## src/rtl/common_types_pkg.sv

```systemverilog
// Shared types and constants for the memory subsystem.
package common_types_pkg;

  localparam int unsigned WORD_W = 32;
  localparam int unsigned WEN_W  = 4;
  localparam int unsigned TAG_W  = 30;

  typedef logic [WORD_W-1:0] word_t;
  typedef logic [WEN_W-1:0]  wen_t;
  typedef logic [TAG_W-1:0]  tag_t;

  typedef enum logic [1:0] {
    IDLE  = 2'd0,
    IBUSY = 2'd1,
    DBUSY = 2'd2
  } arb_state_t;

  // addi x0, x0, 0: what the fetch port shows before any fetch returns
  localparam word_t NOP_INST = 32'h00000013;

  // Word index of a byte address
  function automatic tag_t word_tag(input word_t addr);
    return addr[WORD_W-1:2];
  endfunction

endpackage

```

## src/rtl/mem_arbiter_ibuf.sv

```systemverilog
// One-entry instruction buffer: holds the last accepted fetch word and
// serves repeat fetches of it without a RAM access.
module mem_arbiter_ibuf
  import common_types_pkg::*;
(
  input  logic              clk,
  input  logic              nrst,
  input  logic              iren,
  input  logic [TAG_W-1:0]  itag,
  input  logic              fill,
  input  logic [TAG_W-1:0]  fill_tag,
  input  logic [WORD_W-1:0] fill_data,
  input  logic              inval,
  input  logic [TAG_W-1:0]  inval_tag,
  output logic              hit_c,
  output logic [WORD_W-1:0] data
);

  logic  valid;
  tag_t  tag;
  word_t buf_data;
  logic  inval_hit_c;
  logic  fill_keep_c;

  // A granted write to the buffered word kills the entry and any hit on it
  assign inval_hit_c = inval && (inval_tag == tag);
  // A fill racing a write to the same word would capture pre-write data
  assign fill_keep_c = !(inval && (inval_tag == fill_tag));

  // Hit is served combinationally; a same-word write in this cycle forces a miss
  assign hit_c = iren && valid && (itag == tag) && !inval_hit_c;
  assign data  = buf_data;

  // Buffer entry: fill on accepted fetch completion, clear on matching write
  always_ff @(posedge clk or negedge nrst) begin
    if (!nrst) begin
      valid    <= 1'b0;
      tag      <= '0;
      buf_data <= '0;
    end else if (fill) begin
      valid    <= fill_keep_c;
      tag      <= fill_tag;
      buf_data <= fill_data;
    end else if (inval_hit_c) begin
      valid    <= 1'b0;
    end
  end

endmodule

```

## src/rtl/mem_arbiter.sv

```systemverilog
// Merges the CPU instruction and data ports onto one variable-latency RAM
// port; data has priority, a pending instruction fetch chains after it.
// Build option: MEM_ARBITER_IBUF_EN adds a one-entry instruction buffer.
module mem_arbiter
  import common_types_pkg::*;
#(
  parameter logic [31:0] RAM_RESET_ADDR = 32'h0
) (
  input  logic              clk,
  input  logic              nrst,
  input  logic              iren,
  input  logic [WORD_W-1:0] iaddr,
  output logic [WORD_W-1:0] iload,
  output logic              iwait,
  input  logic              dren,
  input  logic [WEN_W-1:0]  dwen,
  input  logic [WORD_W-1:0] daddr,
  input  logic [WORD_W-1:0] dstore,
  output logic [WORD_W-1:0] dload,
  output logic              dwait,
  output logic              ram_ren,
  output logic [WEN_W-1:0]  ram_wen,
  output logic [WORD_W-1:0] ram_addr,
  output logic [WORD_W-1:0] ram_wdata,
  input  logic [WORD_W-1:0] ram_rdata,
  input  logic              ram_ready
);

  arb_state_t state;
  arb_state_t state_nxt;

  word_t req_addr;
  word_t req_wdata;
  wen_t  req_wen;
  logic  req_ren;
  logic  req_dren;

  word_t iload_q;
  word_t dload_q;

  logic  busy_c;
  logic  dreq_c;
  logic  ireq_c;
  logic  ihit_c;
  word_t ibuf_data_c;
  logic  icomp_c;
  logic  dcomp_c;
  logic  d_grant_c;
  logic  i_grant_c;
  logic  iaccept_c;
  logic  daccept_c;

  assign busy_c  = (state != IDLE);
  assign dreq_c  = dren || (dwen != '0);
  assign ireq_c  = iren && !ihit_c;
  assign icomp_c = (state == IBUSY) && ram_ready;
  assign dcomp_c = (state == DBUSY) && ram_ready;

  // Grants: from IDLE data wins; at a completion only the other port is considered
  assign d_grant_c = dreq_c && ((state == IDLE) || icomp_c);
  assign i_grant_c = ireq_c && !d_grant_c && ((state == IDLE) || dcomp_c);

  // A completion is only handed back if the port still asks for the same access
  assign iaccept_c = icomp_c && iren && (iaddr == req_addr);
  assign daccept_c = dcomp_c && (dren == req_dren) && (dwen == req_wen) &&
                     (daddr == req_addr);

`ifdef MEM_ARBITER_IBUF_EN
  mem_arbiter_ibuf u_ibuf (
    .clk       (clk),
    .nrst      (nrst),
    .iren      (iren),
    .itag      (word_tag(iaddr)),
    .fill      (iaccept_c),
    .fill_tag  (word_tag(req_addr)),
    .fill_data (ram_rdata),
    .inval     (d_grant_c && (dwen != '0)),
    .inval_tag (word_tag(daddr)),
    .hit_c     (ihit_c),
    .data      (ibuf_data_c)
  );
`else
  assign ihit_c      = 1'b0;
  assign ibuf_data_c = NOP_INST;
`endif

  // State register
  always_ff @(posedge clk or negedge nrst) begin
    if (!nrst) begin
      state <= IDLE;
    end else begin
      state <= state_nxt;
    end
  end

  // Next state, RAM strobes from latched fields, and port handshakes
  always_comb begin
    state_nxt = state;
    iwait     = 1'b1;
    dwait     = 1'b1;
    iload     = iload_q;
    dload     = dload_q;
    ram_ren   = 1'b0;
    ram_wen   = '0;
    ram_addr  = RAM_RESET_ADDR;
    ram_wdata = '0;

    if (d_grant_c) begin
      state_nxt = DBUSY;
    end else if (i_grant_c) begin
      state_nxt = IBUSY;
    end else if (icomp_c || dcomp_c) begin
      state_nxt = IDLE;
    end

    if (busy_c) begin
      ram_ren   = req_ren;
      ram_wen   = req_wen;
      ram_addr  = req_addr;
      ram_wdata = req_wdata;
    end

    if (iaccept_c) begin
      iwait = 1'b0;
      iload = ram_rdata;
    end else if (ihit_c) begin
      iwait = 1'b0;
      iload = ibuf_data_c;
    end

    if (daccept_c) begin
      dwait = 1'b0;
      dload = ram_rdata;
    end
  end

  // Request fields captured on the grant edge
  always_ff @(posedge clk or negedge nrst) begin
    if (!nrst) begin
      req_addr  <= RAM_RESET_ADDR;
      req_wen   <= '0;
      req_ren   <= 1'b0;
      req_dren  <= 1'b0;
      req_wdata <= '0;
    end else if (d_grant_c) begin
      req_addr  <= daddr;
      req_wen   <= dwen;
      req_ren   <= dren && (dwen == '0);
      req_dren  <= dren;
      req_wdata <= dstore;
    end else if (i_grant_c) begin
      req_addr  <= iaddr;
      req_wen   <= '0;
      req_ren   <= 1'b1;
      req_dren  <= 1'b0;
      req_wdata <= '0;
    end
  end

  // Last returned words, held between completions
  always_ff @(posedge clk or negedge nrst) begin
    if (!nrst) begin
      iload_q <= NOP_INST;
      dload_q <= '0;
    end else begin
      iload_q <= iload;
      dload_q <= dload;
    end
  end

endmodule

```

## config.mk

```make
export PLATFORM = sky130hd
export DESIGN_NAME = mem_arbiter
export DESIGN_NICKNAME = d
export VERILOG_FILES = /design/src/rtl/common_types_pkg.sv /design/src/rtl/mem_arbiter_ibuf.sv /design/src/rtl/mem_arbiter.sv
export SDC_FILE = /design/constraint.sdc
export NUM_CORES = 1
export LEC_CHECK = 0
export CAP_MARGIN = 20
export CORE_ASPECT_RATIO = 0.6
export CORE_UTILIZATION = 55
export CTS_CLUSTER_DIAMETER = 100
export DETAILED_ROUTE_END_ITERATION = 10
export DONT_BUFFER_PORTS = 1
export PLACE_DENSITY = 0.7
export REMOVE_ABC_BUFFERS = 1
export SYNTH_ARGS = -nofsm -noshare
export SYNTH_HDL_FRONTEND = slang
export SYNTH_SLANG_ARGS = --single-unit
```

## constraint.sdc

```tcl
create_clock -name clk -period 9.6 [get_ports clk]
set_input_delay 2.88 -clock clk [delete_from_list [all_inputs] [get_ports clk]]
set_output_delay 2.88 -clock clk [all_outputs]
set_load 0.02 [all_outputs]
```

[Word-level counts from Yosys, hierarchy flattened]
Index checks and enable logic that the tools add are counted.
Word-level totals
  bits of input ports: 137
  bits in registers: 136
Cells by class
  muxes and demuxes: 21
  equality and inequality tests: 6
  reduce and logical (&&, ||, !) cells: 22
Operators with widths (number)
  $mux 32: 8
  $eq 32x32->1: 2
  $mux 4: 3
  $logic_and 1x1->1: 11
  $mux 1: 7
  $mux 2: 3
  $eq 4x4->1: 1
  $logic_not 4->1: 1
  $logic_or 1x1->1: 4
  $reduce_bool 2->1: 2
  $reduce_bool 4->1: 1
  $reduce_bool 3->1: 1
  $eq 2x1->1 const B: 1
  $eq 2x2->1 const B: 1
  $logic_not 2->1: 1
  $eq 1x1->1: 1
  $logic_not 1->1: 1

[Depth between registers and ports, before layout]
Gate-level depths: netlist (run 1).
  word-level depth: 9
  depth in mapped cells: 7
  mapped depth without buffers: 5

[Worst setup path after synthesis (run 1)]
No wires, ideal clock.
  kind: input to output
  from: input daddr[29]
  to: output dload[4]
  arrival: 4.514 ns
  stages: 6
  path slack: 2.206 ns
  buffers on the path: 1
  path through: xor2_1 -> nor4_1 -> nand4_1 -> nor4_4 -> buf_6 -> mux2_1
Between the ends
  cells in the longest elaborated chain, start to end: 3
RTL lines
  start: declaration: RTL line mem_arbiter.sv:17  | input logic [WORD_W-1:0] daddr,
  $eq 32x32->1: RTL line mem_arbiter.sv:66  | (daddr == req_addr);
  $logic_and 1x1->1: RTL line mem_arbiter.sv:65  | assign daccept_c = dcomp_c && (dren == req_dren) && (dwen == req_wen) &&
  $mux 32: RTL line mem_arbiter.sv:131  | if (daccept_c) begin
  end: declaration: RTL line mem_arbiter.sv:19  | output logic [WORD_W-1:0] dload,
No other way between the ends.

[Final worst setup path (run 1)]
  from: input daddr[22]
  to: output dload[4]
Same word-level chain as after synthesis.

==> results of run 1 <==
[area by class of cell]
class / count / area [um^2]
Clock buffer: 18 / 429
Clock inverter: 14 / 186
Fill cell: 900 / 4160
Inverter: 2 / 7.51
Multi-Input combinational cell: 385 / 3020
Sequential cell: 136 / 3410
Tap cell: 160 / 200
Timing Repair Buffer: 4 / 42.5
[stage by stage]
step | util, % | cell area [um^2] | std cells | total power, mW
finish | 63.7 | 7290 | 719 | 2.36
global route | 63.7 | 7290 | 719 | 2.49
CTS | 63.5 | 7270 | 718 | 2.37
detailed placement | 58.1 | 6650 | 686 | 1.69
global placement | 58.1 | 6650 | 686 | 1.67
floorplan | - | 6400 | 523 | 1.52
[Yosys cell counts, types with 2 or more instances]
master / n / share of area [%]
buf_2: 3 / 0.23
nand3b_1: 2 / 0.23
nor2_1: 3 / 0.17
o21ai_0: 33 / 2.5
a22o_1: 36 / 4.8
mux2i_1: 32 / 4.9
nor3_1: 4 / 0.31
mux2_2: 61 / 10
nor2b_1: 69 / 6.6
nor4_1: 11 / 1.1
xnor2_1: 27 / 3.6
clkbuf_1: 22 / 1.3
a21oi_1: 3 / 0.23
mux2_1: 3 / 0.52
o21a_1: 2 / 0.23
nand2_1: 39 / 2.2
buf_6: 3 / 0.52
inv_1: 2 / 0.11
dfstp_2: 3 / 1.2
buf_1: 2 / 0.11
dfrtp_1: 133 / 51
nand4_1: 8 / 0.76
xor2_1: 42 / 5.6
[sequential cells by signal, summed over array words and instances (netlist names)]
signal and count:
dload_q 32, iload_q 32, req_addr 32, req_dren 1, req_ren 1, req_wdata 32, req_wen 4, state 2
[cell families (layout without fill, tap and decap cells)]
family,count (synthesis),count (layout),synth area share [%]
AO/OA/AOI/OAI,78,78,8.32
XOR/XNOR,69,69,9.24
buffers and inverters,32,38,2.24
flip-flops,136,136,52.1
multiplexers,96,96,15.9
AND/OR/NAND/NOR,142,142,12.2
[worst register-to-register path, stage by stage, from the launching register on]
cell and delay, ps:
dfrtp_1 420, xor2_1 180, nor4_1 650, nand4_1 320, nor4_4 310, buf_4 420
mux2_1 500
[final timing paths]
path / endpoint / start / slack [ps] / depth (start not counted)
worst max-delay path: dload[4] / daddr[22] / 1510 / 6
worst min-delay path: req_wdata[22] / req_wdata[22] / 490 / 1
worst max register to register: dload_q[4] / req_addr[22] / 6640 / 6
worst min register to register: req_wdata[22] / req_wdata[22] / 490 / 1
max in group asynchronous: iload_q[1] / nrst / 7230 / 0
min in group asynchronous: dload_q[0] / nrst / 2160 / 0
[routing by layer]
layer  part of all wire [%]  vias up
met1                     42     2107
li1                       -     1907
met3                    9.0       10
met4                   0.69        0
met5                      0        -
met2                     48      161
[power by group]
group / internal, mW / switching, mW / total [mW]
Sequential: 0.717 / 0.136 / 0.853
Clock: 0.416 / 0.256 / 0.672
Combinational: 0.296 / 0.536 / 0.832
[placed cells by master, fill, tap and decap left out, types with 2 or more instances in the layout]
cell type	instances
inv_6	5
mux2_1	3
nand2_1	38
xnor2_1	27
clkbuf_16	17
bufinv_16	3
xor2_1	42
a22o_1	36
inv_1	2
buf_4	3
dfrtp_1	133
mux2_2	61
nor2b_1	69
nand3b_1	2
nand4_1	8
dfstp_2	3
clkinv_4	3
o21ai_0	33
nor3_1	4
clkinvlp_4	2
mux2i_1	32
a21oi_1	3
nor4_1	11
nor2_1	2
==> run metrics, run 1 <==
register area share after synthesis=a little over half; Die X=between 100 and 150 um; CTS tree=done; CP Launch Type=primary input; CP max FO=32; Ys Warns=0; initial DRC count=206; GR peak layer=met2; Yosys reg bits=136; Synth Instances=approximately 550; Hold Slack=495 ps; setup ws final=1510 ps; Crit path buffers/inverters=1; CP top delay family=simple AND/OR/NAND/NOR gates; crit path max-delay cell type=nor4_1; Async S/R FF share, synth=100%; initial antenna violation count=0; Crit. End Element=output port; worst slew pin tran=1050 ps; relative slew slack=between 30% and 40%; Initial Util=57.2%; core footprint=about 11000 um^2; Overflow after GRT=0; cts repair resizes=0; top_reg_cell synth=dfrtp_1; Tmin final=8090 ps; Crit Path Category=primary input to output port; worst slack, placed=1590 ps; CTS Buf Count=17; Static Leak=3.52 nW; drt first pass iters=5; ANT nets after route=0; syn_area_per_cell=11.8 um^2; routed length per instance=21.8 um; max-capacitance violation count=0; Post-synth EDFFs=0; fraction of layout cells with a size suffix above 1=18.6%; unrepaired setup endpoints after global routing=no; Clk Latency, worst-skew pair=410 ps; Critical Path AT=5210 ps; Req. time, crit path=6720 ps; RePlAce Congestion=approximately 0.79; f_max=~120 MHz; setup TNS=0 ps; Hold Buf Count CTS=0; Layout Skew=14.9 ps; chip height=86.5 um; port bufs=0; total number of vias=4185; floorplan row count=30; period utilization=84.2%; Root Buffer=clkbuf_16; Area Growth Syn to Fin=11.4%; first-pass GRT wire length=23.2 mm; Setup Viol. Count Final=0; Ant. Diodes=0; NumNets Final=683; P per Cell Area=323 nW/um^2; clock buffer depth=2; post-DP HPWL=approximately 11 mm; H-tree depth=4; delay of the slowest critical-path stage=roughly 650 ps; met2 Usage GRT=40.7%; largest net degree at the start of global routing=~140; number of remaining DRC errors=0; # IOs=roughly 270; CTS Sinks=136; die area=between 10000 and 15000 um^2; final hold vios=0; GRT Total Usage=between 20 and 30%; Max Slew Vio Count=0; status=finished, final reports clean; CP cell instances=xor2_1, nor4_1, nand4_1, nor4_4, buf_4, mux2_1; met1 Use GR=32.5%; vias in the first global route=4107; post-CTS setup buffers=0; Hold WC Path Type=flip-flop to flip-flop; drt total wl=15.6 mm; clock slew at reported path FFs=approximately 50 ps; Mapped Area=roughly 6500 um^2; met3 Track Usage GR=about a tenth; maximum VDD drop=0.208 mV; Synth cell types=33; Vias/cell=5.82
Note: power is estimated with default switching activity, not from simulation.
==> inputs of run 2 (changes only) <==
- clock period: 9.6 -> 8.1 ns (I/O delays scaled with it)
==> results of run 2 <==
Same layout as run 1 (identical final DEF). Status: finished, final reports clean.
Among the figures that moved: setup slack after placement 1590 ps -> 989 ps; setup slack after layout 1510 ps -> 915 ps; register-to-register setup slack 6640 ps -> 5140 ps; total power 2.36 mW -> 2.79 mW; worst IR drop on VDD 0.208 mV -> 0.247 mV
